===== src/rtl/alu_operand_sequencer_pkg.sv =====
// Shared definitions for the ALU operand sequencer (package alu_seq_pkg).
// Holds the FSM state encoding, the phase codes reported on the phase
// output, and the bit positions of the fields in the OP byte.
package alu_seq_pkg;

  localparam int unsigned DATA_W    = 8;
  localparam int unsigned SEL_W     = 2;
  localparam int unsigned SEL_LSB   = 0;
  localparam int unsigned CHAIN_BIT = 7;
  localparam int unsigned STATE_W   = 2;
  localparam int unsigned PHASE_W   = 2;

  // FSM state encoding
  localparam logic [STATE_W-1:0] ST_LOAD_A  = 2'd0;
  localparam logic [STATE_W-1:0] ST_LOAD_B  = 2'd1;
  localparam logic [STATE_W-1:0] ST_LOAD_OP = 2'd2;
  localparam logic [STATE_W-1:0] ST_EXEC    = 2'd3;

  // Phase codes: which byte is expected next
  localparam logic [PHASE_W-1:0] PH_A    = 2'd0;
  localparam logic [PHASE_W-1:0] PH_B    = 2'd1;
  localparam logic [PHASE_W-1:0] PH_OP   = 2'd2;
  localparam logic [PHASE_W-1:0] PH_EXEC = 2'd3;

  // Map an FSM state onto the externally visible phase code
  function automatic logic [PHASE_W-1:0] phase_of(input logic [STATE_W-1:0] st);
    logic [PHASE_W-1:0] ph;
    ph = PH_A;
    case (st)
      ST_LOAD_A:  ph = PH_A;
      ST_LOAD_B:  ph = PH_B;
      ST_LOAD_OP: ph = PH_OP;
      ST_EXEC:    ph = PH_EXEC;
      default:    ph = PH_A;
    endcase
    return ph;
  endfunction

endpackage


===== src/rtl/alu_operand_sequencer_sync_edge_det.sv =====
// sync_edge_det: brings an asynchronous pin level into the clk domain through
// a 2-FF synchronizer, keeps one history FF and flags its rising edge.
// Ports:
//   clk      in  1  system clock
//   rst      in  1  synchronous active-high reset
//   async_i  in  1  asynchronous level from a pin
//   pulse_c  out 1  one-cycle rising-edge pulse (combinational from flops)
module sync_edge_det (
  input  logic clk,
  input  logic rst,
  input  logic async_i,
  output logic pulse_c
);

  logic       s1_q;
  logic       s2_q;
  logic       s3_q;
  logic [1:0] vld_q;
  logic       armed_q;

  // Synchronizer, history FF and arming.
  // After reset the sync FFs hold zeros that were never sampled from the pin,
  // so a level already high would look like a fresh edge. vld_q marks when s2
  // carries a real sample; detection is armed only once s2 has really been low.
  always_ff @(posedge clk) begin
    if (rst) begin
      s1_q    <= 1'b0;
      s2_q    <= 1'b0;
      s3_q    <= 1'b0;
      vld_q   <= 2'b00;
      armed_q <= 1'b0;
    end else begin
      s1_q    <= async_i;
      s2_q    <= s1_q;
      s3_q    <= s2_q;
      vld_q   <= {vld_q[0], 1'b1};
      armed_q <= armed_q | (vld_q[1] & ~s2_q);
    end
  end

  assign pulse_c = s2_q & ~s3_q & armed_q;

endmodule


===== src/rtl/alu_operand_sequencer.sv =====
// alu_operand_sequencer: collects operand A, operand B and the OP byte from an
// 8-bit pin bus (one byte per load strobe rising edge), holds them on the ALU
// inputs, registers the ALU result and flags it with a one-cycle valid pulse.
// Ports:
//   clk, rst          clock, synchronous active-high reset
//   ena               tile enable; low ignores strobes and holds state
//   data_in[7:0]      byte bus
//   load_stb          asynchronous load strobe level
//   alu_a/alu_b[7:0]  registered operands to the ALU
//   alu_sel[1:0]      registered operation select
//   alu_result[7:0]   combinational ALU result
//   result[7:0]       registered result
//   result_valid      one-cycle pulse when result updates
//   busy              high while executing
//   phase[1:0]        next expected byte: 0=A 1=B 2=OP 3=executing
// Build option: define OPSEQ_CHAIN_EN to enable accumulator chaining via OP bit 7.
module alu_operand_sequencer
  import alu_seq_pkg::*;
(
  input  logic                clk,
  input  logic                rst,
  input  logic                ena,
  input  logic [DATA_W-1:0]   data_in,
  input  logic                load_stb,
  output logic [DATA_W-1:0]   alu_a,
  output logic [DATA_W-1:0]   alu_b,
  output logic [SEL_W-1:0]    alu_sel,
  input  logic [DATA_W-1:0]   alu_result,
  output logic [DATA_W-1:0]   result,
  output logic                result_valid,
  output logic                busy,
  output logic [PHASE_W-1:0]  phase
);

  logic                stb_p;
  logic                stb_ok;

  logic [STATE_W-1:0]  state_q,   state_d;
  logic [DATA_W-1:0]   alu_a_q,   alu_a_d;
  logic [DATA_W-1:0]   alu_b_q,   alu_b_d;
  logic [SEL_W-1:0]    alu_sel_q, alu_sel_d;
  logic [DATA_W-1:0]   result_q,  result_d;
  logic                valid_q,   valid_d;
  logic                busy_q,    busy_d;
  logic [PHASE_W-1:0]  phase_q,   phase_d;
`ifdef OPSEQ_CHAIN_EN
  logic                chain_q,   chain_d;
`endif

  sync_edge_det u_sync (
    .clk     (clk),
    .rst     (rst),
    .async_i (load_stb),
    .pulse_c (stb_p)
  );

  // Strobes count only when enabled and while a byte is expected
  assign stb_ok = stb_p & ena & (state_q != ST_EXEC);

  // Next-state and datapath update
  always_comb begin
    state_d   = state_q;
    alu_a_d   = alu_a_q;
    alu_b_d   = alu_b_q;
    alu_sel_d = alu_sel_q;
    result_d  = result_q;
    valid_d   = 1'b0;
`ifdef OPSEQ_CHAIN_EN
    chain_d   = chain_q;
`endif
    case (state_q)
      ST_LOAD_A: begin
        if (stb_ok) begin
          alu_a_d = data_in;
          state_d = ST_LOAD_B;
        end
      end
      ST_LOAD_B: begin
        if (stb_ok) begin
          alu_b_d = data_in;
          state_d = ST_LOAD_OP;
        end
      end
      ST_LOAD_OP: begin
        if (stb_ok) begin
          alu_sel_d = data_in[SEL_LSB +: SEL_W];
`ifdef OPSEQ_CHAIN_EN
          chain_d   = data_in[CHAIN_BIT];
`endif
          state_d   = ST_EXEC;
        end
      end
      ST_EXEC: begin
        // Not gated by ena: committed operands always produce a result
        result_d = alu_result;
        valid_d  = 1'b1;
        state_d  = ST_LOAD_A;
`ifdef OPSEQ_CHAIN_EN
        if (chain_q) begin
          alu_a_d = alu_result;
          state_d = ST_LOAD_B;
        end
`endif
      end
      default: state_d = ST_LOAD_A;
    endcase
    // Status outputs registered from the next state so they track state_q
    busy_d  = (state_d == ST_EXEC);
    phase_d = phase_of(state_d);
  end

  // State and output registers
  always_ff @(posedge clk) begin
    if (rst) begin
      state_q   <= ST_LOAD_A;
      alu_a_q   <= '0;
      alu_b_q   <= '0;
      alu_sel_q <= '0;
      result_q  <= '0;
      valid_q   <= 1'b0;
      busy_q    <= 1'b0;
      phase_q   <= PH_A;
`ifdef OPSEQ_CHAIN_EN
      chain_q   <= 1'b0;
`endif
    end else begin
      state_q   <= state_d;
      alu_a_q   <= alu_a_d;
      alu_b_q   <= alu_b_d;
      alu_sel_q <= alu_sel_d;
      result_q  <= result_d;
      valid_q   <= valid_d;
      busy_q    <= busy_d;
      phase_q   <= phase_d;
`ifdef OPSEQ_CHAIN_EN
      chain_q   <= chain_d;
`endif
    end
  end

  assign alu_a        = alu_a_q;
  assign alu_b        = alu_b_q;
  assign alu_sel      = alu_sel_q;
  assign result       = result_q;
  assign result_valid = valid_q;
  assign busy         = busy_q;
  assign phase        = phase_q;

endmodule

===== config.mk =====
export PLATFORM = sky130hd
export DESIGN_NAME = alu_operand_sequencer
export DESIGN_NICKNAME = d
export VERILOG_FILES = /design/src/rtl/alu_operand_sequencer_pkg.sv /design/src/rtl/alu_operand_sequencer_sync_edge_det.sv /design/src/rtl/alu_operand_sequencer.sv
export SDC_FILE = /design/constraint.sdc
export NUM_CORES = 1
export LEC_CHECK = 0
export CORE_MARGIN = 2
export CORE_UTILIZATION = 42
export CTS_CLUSTER_DIAMETER = 40
export DETAILED_ROUTE_END_ITERATION = 10
export PLACE_DENSITY = 0.85
export SYNTH_ARGS = -nofsm -noshare
export SYNTH_HDL_FRONTEND = slang
export SYNTH_SLANG_ARGS = --single-unit

===== constraint.sdc =====
create_clock -name clk -period 1.71 [get_ports clk]
set_input_delay 0.342 -clock clk [delete_from_list [all_inputs] [get_ports clk]]
set_output_delay 0.342 -clock clk [all_outputs]
set_load 0.005 [all_outputs]

After elaboration in Yosys (flattened, before gate mapping)
Index checks and enable logic that the tools add are counted.

Register bits after elaboration: 38. Bits in latches: 0. RAM bits: 0. Bits in read-only memories: 0. Output and inout port bits: 30. Word-level logic and storage cells: 41. Memories kept: 0.

Add/subtract/negate cells: 0. Multipliers: 0. Divide/modulo/power cells: 0. $lt $le $gt $ge: 0. Equality and inequality tests: 7. Shifts and indexed selects: 0. Mux-type cells: 7. Bitwise gates (word level): 8. Reductions and logical operators: 5.

Operators by type and width (count): $pmux 2 s4 (2); $eq 2x2->1 const B (4); $mux 2 (3); $reduce_and 2->1 (3); $and 1x1->1 (5); $eq 2x1->1 const B (2); $logic_not 2->1 (2); $mux 1 (2); $ne 2x2->1 const B (1); $not 1->1 (2); $or 1x1->1 (1).

Logic depth before layout (Yosys ltp)
Gate-level depths: netlist of run 1.

Depth in word-level cells: 9. Depth in mapped cells: 5. Mapped depth without buffers: 3.

By module
A second synthesis of run 1 with hierarchy kept.

Cell total of the unflattened synthesis: 136. Area total of the unflattened synthesis: 1283.7 um^2.

Modules (own cells, without submodules): alu_operand_sequencer (times used 1, cells each 121, area each 1103.6 um^2, sequential area each 620.6 um^2); sync_edge_det (times used 1, cells each 15, area each 180.2 um^2, sequential area each 120.1 um^2).

Worst setup path after synthesis of run 1
Ideal clock, no wire load.

Path kind: flip-flop to flip-flop. Start point: reg u_sync.s2_q. End point: reg alu_b_q[0] (netlist: alu_b[0]). Arrival time: 1.152 ns. Setup slack: 0.439 ns. Cell stages (with the launch flop): 5. Period minus slack after synthesis: 1.271 ns. Path through: dfxtp_1 > nand4b_4 > or3b_1 > buf_6 > mux2i_1.

Cells in the longest elaborated chain, start to end: 5.

RTL lines: start, declared (RTL line alu_operand_sequencer_sync_edge_det.sv:16) `logic s2_q;`; start signal, assigned (RTL line alu_operand_sequencer_sync_edge_det.sv:34) `s2_q <= s1_q;`; $and 1x1->1 (2 in series) (RTL line alu_operand_sequencer_sync_edge_det.sv:41) `assign pulse_c = s2_q & ~s3_q & armed_q;`; $and 1x1->1 (2 in series) (RTL line alu_operand_sequencer.sv:58) `assign stb_ok = stb_p & ena & (state_q != ST_EXEC);`; $reduce_and 2->1 (no source line); end signal, assigned (RTL line alu_operand_sequencer.sv:129) `alu_b_q <= alu_b_d;`; end, declared (RTL line alu_operand_sequencer.sv:40) `logic [DATA_W-1:0] alu_b_q, alu_b_d;`.

Every way passes these cells. A chain may end at the register's enable or synchronous reset.

Final worst setup path of run 1
Start point: reg alu_a_q[0] (netlist: alu_a[0]). End point: out alu_a[0].

RTL lines: start, declared (RTL line alu_operand_sequencer.sv:39) `logic [DATA_W-1:0] alu_a_q, alu_a_d;`; start signal, assigned (RTL line alu_operand_sequencer.sv:128) `alu_a_q <= alu_a_d;`; end, declared (RTL line alu_operand_sequencer.sv:25) `output logic [DATA_W-1:0] alu_a,`.

No word-level cell between the ends.

==> results of run 1 <==
## final cells by class
class                   instances  area share
clock buffers                   8      0.0255
repair buffers                 56       0.290
well taps                      33      0.0216
multi-input cells              87       0.271
flip-flops and latches         37       0.387
inverters                       2     0.00392
## worst paths after layout
| path | end | slack, ns |
|---|---|---|
| max | alu_a[0] | 0.15 |
| min | result[1] | 0.46 |
| max reg2reg | alu_b[4] | 0.41 |
| min reg2reg | result[1] | 0.46 |
## registers in the layout, indices dropped and copies added (netlist names), 2 cells and up
| signal | flops |
|---|---|
| alu_a | 8 |
| alu_b | 8 |
| result | 8 |
| alu_sel | 2 |
| state_q | 2 |
| u_sync.vld_q | 2 |
## through the flow
stage	utilization	setup slack [ns]	hold WS, ns	setup TNS, ns
after floorplan	-	0.439	0.414	0
after global placement	0.621	-0.0489	0.417	-0.386
after detailed placement	0.621	-0.0787	0.434	-0.563
after CTS	0.637	0.133	0.464	0
after global routing	0.637	0.0520	0.481	0
final	0.637	0.149	0.459	0
## placed cells by master (no fill, tap or decap), drive strengths merged
| master | count |
|---|---|
| inv | 1 |
| nor2 | 4 |
| clkinv | 1 |
| mux2i | 18 |
| or2 | 1 |
| dfxtp | 37 |
| nor2b | 3 |
| or3b | 1 |
| nand3 | 8 |
| clkdlybuf4s50 | 49 |
| nand2 | 35 |
| nand2b | 1 |
| nand3b | 1 |
| nand4b | 1 |
| a21oi | 12 |
| buf | 7 |
| nor3 | 2 |
| clkbuf | 8 |
## per-layer routing
layer  part of all wire  vias up  global-route usage
met5                  0        -                   0
met4             0.0088        0              0.0476
met3               0.10        2              0.0952
met2               0.48       49               0.314
met1               0.40      480               0.190
li1                   -      555                   -
## synthesized netlist by cell type
library cell and number:
sky130_fd_sc_hd__buf_4 1, sky130_fd_sc_hd__buf_1 2, sky130_fd_sc_hd__nor3_1 1, sky130_fd_sc_hd__nor2_1 4
sky130_fd_sc_hd__or3b_1 1, sky130_fd_sc_hd__clkbuf_1 3, sky130_fd_sc_hd__a21oi_1 12, sky130_fd_sc_hd__dfxtp_1 37
sky130_fd_sc_hd__nand2b_1 1, sky130_fd_sc_hd__inv_1 1, sky130_fd_sc_hd__nor3_4 1, sky130_fd_sc_hd__nand4b_4 1
sky130_fd_sc_hd__nand3b_1 1, sky130_fd_sc_hd__buf_2 1, sky130_fd_sc_hd__or2_2 1, sky130_fd_sc_hd__nand2_1 35
sky130_fd_sc_hd__mux2i_1 18, sky130_fd_sc_hd__buf_6 1, sky130_fd_sc_hd__nor2b_1 3, sky130_fd_sc_hd__nand3_1 8
sky130_fd_sc_hd__clkinv_1 1
## cells by family after synthesis
| logic type | after synthesis | synth area share |
|---|---|---|
| AND/OR/NAND/NOR | 57 | 0.213 |
| flip-flops | 37 | 0.565 |
| multiplexers | 18 | 0.138 |
| AO/OA/AOI/OAI | 12 | 0.0458 |
| buffers and inverters | 10 | 0.0382 |
## report_power, final
group / total, W / leakage [nW] / internal [W] / switching (W)
combinational: 0.0000881 / 0.421 / 0.0000531 / 0.0000350
clock: 0.000420 / 0.0265 / 0.000164 / 0.000256
sequential: 0.000874 / 0.299 / 0.000870 / 0.00000426
==> results.yml, run 1 <==
setup_path:
  path_buf_inv: 1
  crit_path_max_fanout: 2
  cp.arrival_ns: 1.22
  reg2reg_from: "u_sync.s2_q"
  worst_setup_path_end_kind: "primary output"
  timing.critical_path.from: "alu_a[0]"
  cpMaxStageDelayCell: "sky130_fd_sc_hd__clkdlybuf4s50_1"
  crit_type: "flop to primary output"
  worstPathCellList: "clkdlybuf4s50_1"
  longest_individual_stage_delay_on_the_worst_path_ns: 0.53
  critPathLaunchType: "flop"
  path_delay_family: "buffers and inverters"
  worst-r2r-cell-count: 4
  critical_path_depth: 1
  required_ns: 1.37
synth:
  synthDominantCellAreaShare: 0.565
  cell_count_after_synthesis: 134
  yosys_warnings: 0
  yosys_register_bits: 37
  post_synth_main_area_contributors: "sky130_fd_sc_hd__dfxtp_1 57%, sky130_fd_sc_hd__mux2i_1 14%, sky130_fd_sc_hd__nand2_1 10%, sky130_fd_sc_hd__a21oi_1 4.6%, sky130_fd_sc_hd__nand3_1 3.1%"
  synth_fp_nets: 154
  synthesis.area_sq_um: 1310
  ys_types: 21
  synth_area_leader_cell: "sky130_fd_sc_hd__dfxtp_1"
  synth_area_per_cell_sq_um: 9.78
  synth_sequential_area_ratio: 0.565
clocking:
  clk_transition_reported_paths_ns: 0.09
  htreeDepth: 2
  cts.root.buffer_cell: "sky130_fd_sc_hd__clkbuf_4"
  clk_latency_ns: 0.34
  cts.sink_count: 37
  cts_tree: "built"
  cts-hold-fix-buffers: 0
  cts_made_buffers: 5
  cts_max_path_buffers: 2
  postCtsResizedCells: 0
  post_cts_buffers: 0
floorplanning:
  floorplan.io_pins: 50
  placementRows: 20
  die-area_sq_um: 3580
  initial_core_util: 0.436
  coreArea_sq_um: 3000
  dieHeight_um: 59.9
  chipWidth_um: 59.9
final_layout:
  final.fill_count: 261
  syn_to_layout_area_delta_pct: 46.0
  num_antenna_cells: 0
  multi_input_logic_area_sq_um: 519
  layout_net_count: 209
  fraction_of_layout_instances_using_a_drive_strength_above_1: 0.0789
  finish.instance_area_sq_um: 1910
  layout.area.seq_sq_um: 741
  fin_cells: 223
grt:
  wire_length_of_the_first_global_routing_pass_um: 4670
  antenna_violations_before_repair: 0
  grt_start_max_net_pins: 28
  vias_in_the_first_global_route: 1078
  global_route.usage.total: 0.181
  globalRouteOverflowTotal: 0
timing:
  timing.clock.skew_ns: 0.00883
  final.period_utilization: 0.913
  setup-violations-final: 0
  final-max-slew-violation-count: 0
  final_period_minus_worst_setup_slack_ns: 1.56
  timing_worst_slew_pin_value_ns: 0.272
  hold_violations: 0
  timing.fmax_mhz: 641
  maxSlewHeadroom: 0.818
  grt_setup_unrepaired: "false"
routing:
  drt_first_pass_iters: 6
  first_iter_violations: 55
  routed_via_density: 4.87
  num_vias: 1086
  detail-route-antenna-nets: 0
  routed_wirelength_um: 2840
  route.detailed.wl_per_inst_um: 12.7
  residual_drc: 0
run:
  maxCapViolations: 0
power_and_ir_drop:
  ir_drop_mv: 0.542
  p_leak_nw: 0.747
  totalPowerFinal_w: 0.00138
  powerDensity_nw_per_um2: 722
outcome:
  outcome: "completed"
placement:
  dpl.cell_count: 215
  placed_area_sq_um: 1860
  dp_hpwl_um: 2150
  place_congestion: 0.722
  port-buffer-count: 49
hold_path:
  worstHoldStart: "result[1]"
  hp-class: "flop to flop"
  min_delay_path_depth: 2
Note: power is estimated with default switching activity, not from simulation.
==> run 2, diff against run 1 <==
Settings changed: ABC_AREA from default to 1, ABC_CLOCK_PERIOD_IN_PS from default to 1710, CORE_UTILIZATION 42 to 44, PLACE_DENSITY 0.85 to 0.86, SLEW_MARGIN from default to 20.
==> run 2 against run 1 <==
Effect of this change:
- combinational power increased by 25%
- synthesized area increased by 9.7%
- fmax decreased by 3.8%
- synthesized cell count increased by 49%
- routed wire length increased by 6.3%
- critical path type unchanged
- largest power group unchanged
==> results.yml, run 2 <==
setup_path:
  critPathLaunchType: "flop"
  critical_path_depth: 1
  required_ns: 1.37
  worstPathCellList: "clkdlybuf4s50_1"
  path_buf_inv: 1
  worstSetupEndpoint: "phase[1]"
  path_delay_family: "buffers and inverters"
  longest_individual_stage_delay_on_the_worst_path_ns: 0.53
  worst-r2r-cell-count: 5
  timing.critical_path.from: "state_q[1]"
  crit_path_max_fanout: 5
  crit_type: "flop to primary output"
  cp.arrival_ns: 1.28
  worst_setup_path_end_kind: "primary output"
  rrSetupSlack_ns: 0.54
  cpMaxStageDelayCell: "sky130_fd_sc_hd__clkdlybuf4s50_1"
  crit-reg2reg-capture: "alu_b[2]"
  reg2reg_from: "state_q[0]"
grt:
  grt_start_max_net_pins: 32
  globalRouteOverflowTotal: 0
  global_route.usage.total: 0.185
  wire_length_of_the_first_global_routing_pass_um: 4890
  antenna_violations_before_repair: 0
  vias_in_the_first_global_route: 1168
routing:
  routed_via_density: 4.44
  drt_first_pass_iters: 4
  detail-route-antenna-nets: 0
  num_vias: 1313
  residual_drc: 0
  route.detailed.wl_per_inst_um: 10.2
  first_iter_violations: 41
  routed_wirelength_um: 3020
synth:
  post_synth_main_area_contributors: "sky130_fd_sc_hd__dfxtp_1 52%, sky130_fd_sc_hd__nor2_1 12%, sky130_fd_sc_hd__inv_1 8.4%, sky130_fd_sc_hd__nand2_1 7.8%, sky130_fd_sc_hd__nand3_1 6.3%"
  synthDominantCellAreaShare: 0.515
  synth_area_leader_cell: "sky130_fd_sc_hd__dfxtp_1"
  yosys_warnings: 0
  ys_dominant_reg_cell: "sky130_fd_sc_hd__dfxtp_1"
  asyncSetResetFlopFracSynth: 0
  synth_fp_nets: 219
  yosys_register_bits: 37
  synth_area_per_cell_sq_um: 7.22
  synth.cells.most_frequent: "47 x sky130_fd_sc_hd__nor2_1, 37 x sky130_fd_sc_hd__dfxtp_1, 32 x sky130_fd_sc_hd__inv_1, 30 x sky130_fd_sc_hd__nand2_1, 18 x sky130_fd_sc_hd__nand3_1"
  synth.most_common_cell: "sky130_fd_sc_hd__nor2_1"
  ys_types: 15
  cell_count_after_synthesis: 199
  synthesis.area_sq_um: 1440
  number_of_enable_type_register_cells_in_the_synthesized_netlist: 0
  synth_sequential_area_ratio: 0.515
timing:
  maxSlewHeadroom: 0.735
  hold_violations: 0
  setup-tns-final_ns: 0
  grt_setup_unrepaired: "false"
  timing.clock.skew_ns: 0.00685
  final.period_utilization: 0.948
  final_period_minus_worst_setup_slack_ns: 1.62
  timing_worst_slew_pin_value_ns: 0.397
  timing.fmax_mhz: 617
  setup-violations-final: 0
  final-max-slew-violation-count: 0
  timing.hold.ws_ns: 0.416
clocking:
  clk_latency_ns: 0.35
  cts-hold-fix-buffers: 0
  cts.root.buffer_cell: "sky130_fd_sc_hd__clkbuf_4"
  cts_max_path_buffers: 2
  postCtsResizedCells: 1
  htreeDepth: 2
  post_cts_buffers: 0
  cts.sink_count: 37
  cts_made_buffers: 5
  clk_transition_reported_paths_ns: 0.11
  cts_tree: "built"
final_layout:
  final_common_cell: "sky130_fd_sc_hd__clkdlybuf4s50_1"
  final_cell_mix: "49 x sky130_fd_sc_hd__clkdlybuf4s50_1, 46 x sky130_fd_sc_hd__nor2_1, 36 x sky130_fd_sc_hd__dfxtp_1"
  fin_cells: 296
  finish.instance_area_sq_um: 2040
  layout_net_count: 271
  num_antenna_cells: 0
  syn_to_layout_area_delta_pct: 41.6
  fraction_of_layout_instances_using_a_drive_strength_above_1: 0.0675
floorplanning:
  placementRows: 20
  die-area_sq_um: 3740
  initial_core_util: 0.467
  floorplan.io_pins: 50
  coreArea_sq_um: 3080
  dieHeight_um: 61.2
  chipWidth_um: 61.2
power_and_ir_drop:
  p_leak_nw: 0.856
  power.internal_w: 0.00109
  ir_drop_mv: 0.467
  powerDensity_nw_per_um2: 699
  p_sw_frac: 0.235
  combinational_share_of_power: 0.077
  power.clock.fraction: 0.308
  sequentialPowerShare: 0.615
  p_sw_w: 0.000334
placement:
  place_congestion: 0.823
  placed_area_sq_um: 1980
  port-buffer-count: 49
  dp_hpwl_um: 2200
  dpl.cell_count: 288
run:
  maxCapViolations: 0
hold_path:
  hp-class: "flop to flop"
outcome:
  outcome: "completed"
-- run 2: routing by layer --
metal,track usage,up-vias,share of wire
met2,0.304,41,0.48
met3,0.0420,8,0.056
met5,0,-,0
met4,0.130,0,0.025
li1,-,703,-
met1,0.212,561,0.43
-- run 2: area by class of cell --
class / instances / area (sq um)
clock inverters: 2 / 10.0
fillers: 271 / 1040
clock buffers: 6 / 41.3
flip-flops and latches: 37 / 742
inverters: 34 / 128
repair buffers: 53 / 533
multi-input cells: 120 / 527
well taps: 44 / 55.1
-- run 2: worst min-delay path by stage --
stage	start	to	slack (ns)	cells after the start
after floorplan	u_sync.s1_q	u_sync.s2_q	0.39	2
after global placement	u_sync.vld_q[0]	u_sync.vld_q[1]	0.39	2
after global routing	u_sync.vld_q[0]	u_sync.vld_q[1]	0.44	2
after detailed placement	u_sync.s1_q	u_sync.s2_q	0.41	2
final	u_sync.s1_q	u_sync.s2_q	0.42	2
after CTS	u_sync.s1_q	u_sync.s2_q	0.42	2
-- run 2: metrics by stage --
stage	total power, W	worst slack [ns]	util
4_1_cts	0.00144	0.0732	0.661
6_report	0.00142	0.0882	0.661
3_3_place_gp	0.00100	0.164	0.644
2_1_floorplan	0.000942	0.633	-
5_1_grt	0.00149	0.0473	0.661
3_5_place_dp	0.00100	0.141	0.644
-- run 2: logic make-up after synthesis --
group           synth area share
compound gates            0.0731
buf+inv                    0.120
flops                      0.515
simple gates               0.292
-- run 2: power groups by stage --
stage | registers [W] | clock network, W | logic (W)
final | 0.000875 | 0.000439 | 0.000110
after global routing | 0.000877 | 0.000488 | 0.000123
after CTS | 0.000875 | 0.000453 | 0.000111
after detailed placement | 0.000895 | 0 | 0.000110
after global placement | 0.000894 | 0 | 0.000109
after floorplan | 0.000894 | 0 | 0.0000480
==> run 3, diff against run 2 <==
Settings changed: GPL_TIMING_DRIVEN from default to 1.
==> results of run 3 <==
No change in the layout: final DEF, timing and power equal those of run 2.
